## src/rtl/input_stream.sv

```systemverilog
// AXI4-Stream slave feeding a 65-bit stream FIFO ({tlast, data}) through a registered
// 2-entry skid buffer, with max-packet-length enforcement and packet statistics.
module input_stream #(
  parameter int AXIS_TDATA_WIDTH = 64,
  parameter int MAX_BEATS        = 1024,
  parameter int CNT_WIDTH        = 32
) (
  input  logic                        aclk,
  input  logic                        resetn,
  input  logic [AXIS_TDATA_WIDTH-1:0] s_axis_tdata,
  input  logic                        s_axis_tvalid,
  output logic                        s_axis_tready,
  input  logic                        s_axis_tlast,
  output logic [64:0]                 fifo_din,
  output logic                        fifo_wr_en,
  input  logic                        fifo_full,
  output logic [CNT_WIDTH-1:0]        pkt_count,
  output logic [CNT_WIDTH-1:0]        trunc_count,
  output logic [15:0]                 beat_idx
);

  localparam logic [15:0] LAST_IDX = 16'(MAX_BEATS - 1);

  function automatic logic [63:0] zext_data(input logic [AXIS_TDATA_WIDTH-1:0] d);
    logic [63:0] r;
    r = '0;
    r[AXIS_TDATA_WIDTH-1:0] = d;
    return r;
  endfunction

  function automatic logic force_last(input logic tlast, input logic [15:0] idx);
    return tlast || (idx == LAST_IDX);
  endfunction

  logic [1:0]  occ;
  logic        ready_en;
  logic [64:0] buf_p0;
  logic [64:0] buf_p1;
  logic [64:0] buf_p0_nxt;
  logic [64:0] buf_p1_nxt;
  logic [1:0]  wr_slot;
  logic        accept;
  logic        pop;
  logic        eff_last;
  logic [64:0] new_entry;

  // Ready depends on registers only, so upstream never sees a path from fifo_full.
  assign s_axis_tready = ready_en && (occ != 2'd2);
  assign fifo_wr_en    = (occ != 2'd0) && !fifo_full;
  assign fifo_din      = (occ != 2'd0) ? buf_p0 : '0;

  assign accept    = s_axis_tvalid && s_axis_tready;
  assign pop       = fifo_wr_en;
  assign eff_last  = force_last(s_axis_tlast, beat_idx);
  assign new_entry = {eff_last, zext_data(s_axis_tdata)};
  assign wr_slot   = occ - {1'b0, pop};

  // Pop shifts the tail to the head first; the new beat lands in the first free slot.
  always_comb begin
    buf_p0_nxt = buf_p0;
    buf_p1_nxt = buf_p1;
    if (pop) begin
      buf_p0_nxt = buf_p1;
    end
    if (accept) begin
      if (wr_slot == 2'd0) begin
        buf_p0_nxt = new_entry;
      end else begin
        buf_p1_nxt = new_entry;
      end
    end
  end

  // Skid buffer storage: contents are qualified by occ, so no reset is needed.
  always_ff @(posedge aclk) begin
    buf_p0 <= buf_p0_nxt;
    buf_p1 <= buf_p1_nxt;
  end

  always_ff @(posedge aclk or negedge resetn) begin
    if (!resetn) begin
      occ         <= 2'd0;
      ready_en    <= 1'b0;
      beat_idx    <= '0;
      pkt_count   <= '0;
      trunc_count <= '0;
    end else begin
      ready_en <= 1'b1;
      occ      <= occ + {1'b0, accept} - {1'b0, pop};
      if (accept) begin
        beat_idx <= eff_last ? 16'd0 : beat_idx + 16'd1;
        if (eff_last && !s_axis_tlast) begin
          trunc_count <= trunc_count + CNT_WIDTH'(1);
        end
      end
      if (pop && buf_p0[64]) begin
        pkt_count <= pkt_count + CNT_WIDTH'(1);
      end
    end
  end

endmodule

```

## config.mk

```make
export PLATFORM = sky130hd
export DESIGN_NAME = input_stream
export DESIGN_NICKNAME = d
export VERILOG_FILES = /design/src/rtl/input_stream.sv
export SDC_FILE = /design/constraint.sdc
export NUM_CORES = 1
export LEC_CHECK = 0
export BUFFER_PORTS_ARGS = -buffer_cell sky130_fd_sc_hd__buf_2
export CAP_MARGIN = 20
export CORE_MARGIN = 2
export CORE_UTILIZATION = 40
export CTS_BUF_LIST = sky130_fd_sc_hd__clkbuf_8
export DETAILED_ROUTE_END_ITERATION = 12
export SLEW_MARGIN = 20
export SYNTH_ARGS = -nofsm -noshare
export SYNTH_HDL_FRONTEND = slang
export SYNTH_SLANG_ARGS = --single-unit
export TNS_END_PERCENT = 20
```

## constraint.sdc

```tcl
create_clock -name aclk -period 6.35 [get_ports aclk]
set_input_delay 0 -clock aclk [delete_from_list [all_inputs] [get_ports aclk]]
set_output_delay 0 -clock aclk [all_outputs]
set_load 0.02 [all_outputs]
```

-- Yosys cells after proc, flatten, opt, wreduce, memory -nomap -nowiden
Index checks and enable logic that the tools add are counted.
- input bits: 69
- flip-flop bits (word level): 213
- output and inout bits: 147
- bitwise operators: 1
- equality and inequality tests: 2
- reductions and logical operators: 12
- $add $sub $neg: 6
- multiplexer cells: 5
- operators with widths (kind ; number):
    $mux 65 ; 4
    $add 32x1->32 const B ; 2
    $add 16x1->16 const B ; 1
    $eq 16x10->1 const B ; 1
    $mux 16 ; 1
    $logic_and 1x1->1 ; 5
    $reduce_and 2->1 ; 2
    $sub 2x1->2 ; 2
    $add 2x1->2 ; 1
    $logic_not 1->1 ; 2
    $logic_not 2->1 ; 1
    $ne 2x2->1 const B ; 1
    $reduce_bool 2->1 ; 1
    $logic_or 1x1->1 ; 1
    $not 1->1 ; 1

-- Depth between registers and ports, before layout
- word-level depth: 6
- gate-level depth with buffers: 9
- mapped depth without buffers: 8

-- Least setup slack after synthesis
No wires, ideal clock.
- kind: flip-flop to flip-flop
- start point: reg occ[1]
- end point: reg buf_p1[0] (enable)
- library setup time: 0.488 ns
- data required time: 5.862 ns
- path slack: 1.963 ns
- arrival time: 3.899 ns
- stages on the path, launching flop included: 6
- path buffers: 1
- cells stage by stage: dfrtp_1 > and2b_1 > nor2_1 > inv_1 > clkbuf_1 > nor2_1
- longest elaborated chain between the ends: 6
- elaborated cells between the ends (all ways): 9
- those cells by class: add/sub (1); eq/ne (1); bitwise (1); reduce/logical (6)
- ends and longest elaborated chain (what ; RTL line ; RTL):
    from (decl) ; 35 ; logic [1:0] occ;
    from (signal assigned) ; 89 ; occ <= occ + {1'b0, accept} - {1'b0, pop};
    $reduce_bool 2->1 ; 49 ; assign fifo_wr_en = (occ != 2'd0) && !fifo_full;
    $logic_and 1x1->1 ; 49 ;
    $sub 2x1->2 ; 56 ; assign wr_slot = occ - {1'b0, pop};
    $logic_not 2->1 ; 66 ; if (wr_slot == 2'd0) begin
    $not 1->1 (no source line) ; n/a ;
    $reduce_and 2->1 (no source line) (*) ; n/a ;
    to (signal assigned) ; 77 ; buf_p1 <= buf_p1_nxt;
    to (decl) ; 38 ; logic [64:0] buf_p1;
Every way passes the cells marked *; elsewhere a longest branch is shown, timed or not.
A chain may end at the register's enable or synchronous reset.

-- Worst setup path in the final report
- start point: reg occ[0]
- end point: reg buf_p1[11] (enable)
Same word-level chain as after synthesis.

==> results.ini <==
[clocking]
cts_sinks=213
clock_latency_ns=0.52
cts_tree=done
clk_pin_slew_ns=0.06
cts.path.max_buffers=3
cts-buffers-inserted=39
cts_max_level=2
root_buffer=clkbuf_8

[sta]
min_period_ns=2.63
setup_violations=0
slew_viol_final=0
clock_skew_ns=0.0164
hold_violations=0
tns_ns=0
rsz0062_at_grt=no
max_slew_margin_pct=36.6
fmax_ghz=0.380
tightest_slew_ns=0.948
finalCritPeriodShare_pct=41.4

[power]
pwr-share-clk_pct=25.6
ir_worst_vdd_mv=0.258
seqPwrFrac_pct=41.2
p_sw_share_pct=36.1
internal_power_uw=2940
cellLeakagePower_uw=0.00532
powerDensity_mw_per_mm2=392
p_sw_uw=1660
p_comb_share_pct=33.2

[synthesis]
yosysMostFrequentCell=nand2_1
synth_area_leaders=dfrtp_1 (23%), edfxtp_1 (22%), dfxtp_1 (14%), mux2i_1 (7.2%), xnor2_1 (4.9%)
yosysWarnings=0
synth_top_area_share_pct=23.1
ys_top_cells_by_count=nand2_1 (101), dfrtp_1 (83), o21ai_0 (72)
synthFlopType=dfrtp_1
ys_types=41
syn_area_per_cell_um2=11.4
synth_cells=791
synth_edf_count=65
synth_top_family_by_area=simple AND/OR/NAND/NOR gates
synthMuxAreaShare_pct=7.48
synth_compound_area_share_pct=4.65
syn_nets=865
ys_async_sr_fraction_pct=39.0
synthSimpleGateAreaFrac_pct=18.9
ys_ff_latch=213
yosysTopAreaCell=dfrtp_1
seq_area_frac_synth_pct=59.3
synth-xor-area-share_pct=7.01
yosys.area_share.adder_pct=0.696
syn-cell-area_mm2=0.00899

[setup_path]
cpPeakStageDelay_ns=0.69
crit_chain=and2b_1 -> nor2_1 -> inv_1 -> nor2_4 -> buf_4
worstPathRequired_ns=6.48
critPathArrivalTime_ns=2.76
cp-end-kind=flip-flop
path_delay_family=buffers and inverters
start_kind=flip-flop
reg2reg_depth=5
crit_type=flip-flop to flip-flop
path_max_fanout=65
worstReg2RegEnd=buf_p1[11]
cp_slowest_cell=buf_4
timing.rr.start=occ[0]
reg2reg_slack_ns=3.72
cp_num_buf_inv=2

[drt]
top_layer_used=met4
wl_met3_um=1690
detail-route-antenna-nets=0
drtPass1Iterations=4
totalWireLength_um=20900
drt-initial-drc-count=304
vias_per_cell=4.89
wl_met2_um=9350
wirelength_met1_um=9470
drc=0
vias=6816
wl_per_cell_um=15.0

[die]
die_height_um=154
dieArea_mm2=0.0237
ioPinCount=216
core_area_mm2=0.0220
die_x_um=154
rows=54
start_util_pct=41.0

[grt]
grt_pass1_wl_um=34300
first_global_vias=6691
grt-ovfl-total=0
grt.total_usage_pct=17.6
grt_max_degree=121
antenna_found_initial=1

[cells_and_area]
seqCellArea_mm2=0.00533
multi_input_area_mm2=0.00351
layout.cells.non_filler=1393
drive_gt1_share_pct=25.8
synthToLayoutAreaGrowth_pct=30.4
final_nets=1160
nFillCells=1963

[flow_run]
maxCapViolCount=0

[place]
place_congestion=0.862
port_buffers=215
dp_cells=1257
place.detailed.hpwl_um=12900

[hold_path]
min_delay_worst_endpoint=buf_p0[11]
min_from=fifo_full
hold_class=input port to flip-flop
hold_depth=5

[run_status]
outcome=finished clean

==> tightest hold or removal path, stage by stage <==
cell and delay [ns]:
buf_2 0.11, a21oi_1 0.12, and2_4 0.23, nand2_1 0.07, o21ai_0 0.06
==> kinds of logic after synthesis <==
| kind of cell | Yosys count |
|---|---|
| simple gates | 312 |
| flops | 213 |
| compound gates | 80 |
| xor+xnor | 72 |
| mux | 67 |
| buf+inv | 41 |
| fa+ha+maj | 5 |
| other cells | 1 |
==> per-layer routing <==
layer | vias up | global-route usage [%]
met5 | - | 0
met4 | 0 | 5.12
met3 | 41 | 5.52
met2 | 216 | 27.7
met1 | 3203 | 23.5
li1 | 3356 | -
==> what timing repair did <==
item,CTS,global route
setup buffers,0,0
gates resized for setup,0,0
hold endpoints to repair,216,0
hold buffers,68,0
==> power by group through the flow <==
stage	combinational, µW	sequential [µW]	clock, µW
floorplan	997	1910	0
global placement	1500	1910	0
detailed placement	1510	1910	0
CTS	1550	1890	1220
global route	1680	1940	1270
finish	1530	1900	1180
==> per-stage QoR <==
stage	util [%]	hold WS [ns]	total power [µW]	setup WS, ns	area [µm²]
after global placement	47.1	-0.100	3410	3.83	10300
after floorplan	-	-0.296	2900	1.96	8990
after CTS	53.4	0.0794	4660	3.70	11700
after detailed placement	47.1	-0.0965	3420	3.74	10300
after global routing	53.4	0.124	4890	3.52	11700
final	53.4	0.125	4600	3.72	11700
==> cells in the final DEF, fill, tap and decap left out, types with 4 or more instances in the layout <==
cell type      count
and3_1            15
and4_1             9
inv_1             26
dlygate4sd3_1     68
nand3_1           28
o21ai_0           72
dfrtp_1           83
xnor2_1           50
mux2i_1           65
buf_2            214
buf_4              5
nor3_2             4
nor2b_1           65
dfxtp_1           65
clkbuf_8          44
nor2_1            23
and2_1            10
nand4_1           26
nand2_1          101
nor4_1             4
ha_1               5
nor3_1             8
edfxtp_1          65
xor2_1            22
==> how the worst max path moves through the flow <==
stage | startpoint | endpoint | slack [ns] | cells past startpoint
CTS | occ[0] | buf_p1[63] | 3.70 | 5
detailed placement | occ[0] | buf_p1[26] | 3.74 | 5
global placement | occ[0] | buf_p1[19] | 3.83 | 5
finish | occ[0] | buf_p1[11] | 3.72 | 5
floorplan | occ[1] | buf_p1[0] | 1.96 | 5
global route | occ[0] | buf_p1[44] | 3.52 | 5
==> cell type report <==
class                      count  share of cell area [%]
clock inverter                23                   0.843
sequential                   213                    45.4
clock buffer                  44                    5.16
antenna                        1                  0.0213
timing repair buffer         288                    15.4
tap                          280                    2.99
multi-input combinational    537                    30.0
inverter                       7                   0.224
==> flip-flops by register name, indices dropped and copies added, names as in the netlist <==
name         count
beat_idx        16
pkt_count       32
trunc_count     32
buf_p1          65
ready_en         1
buf_p0          65
occ              2
Power figures use the tool's default switching activity.
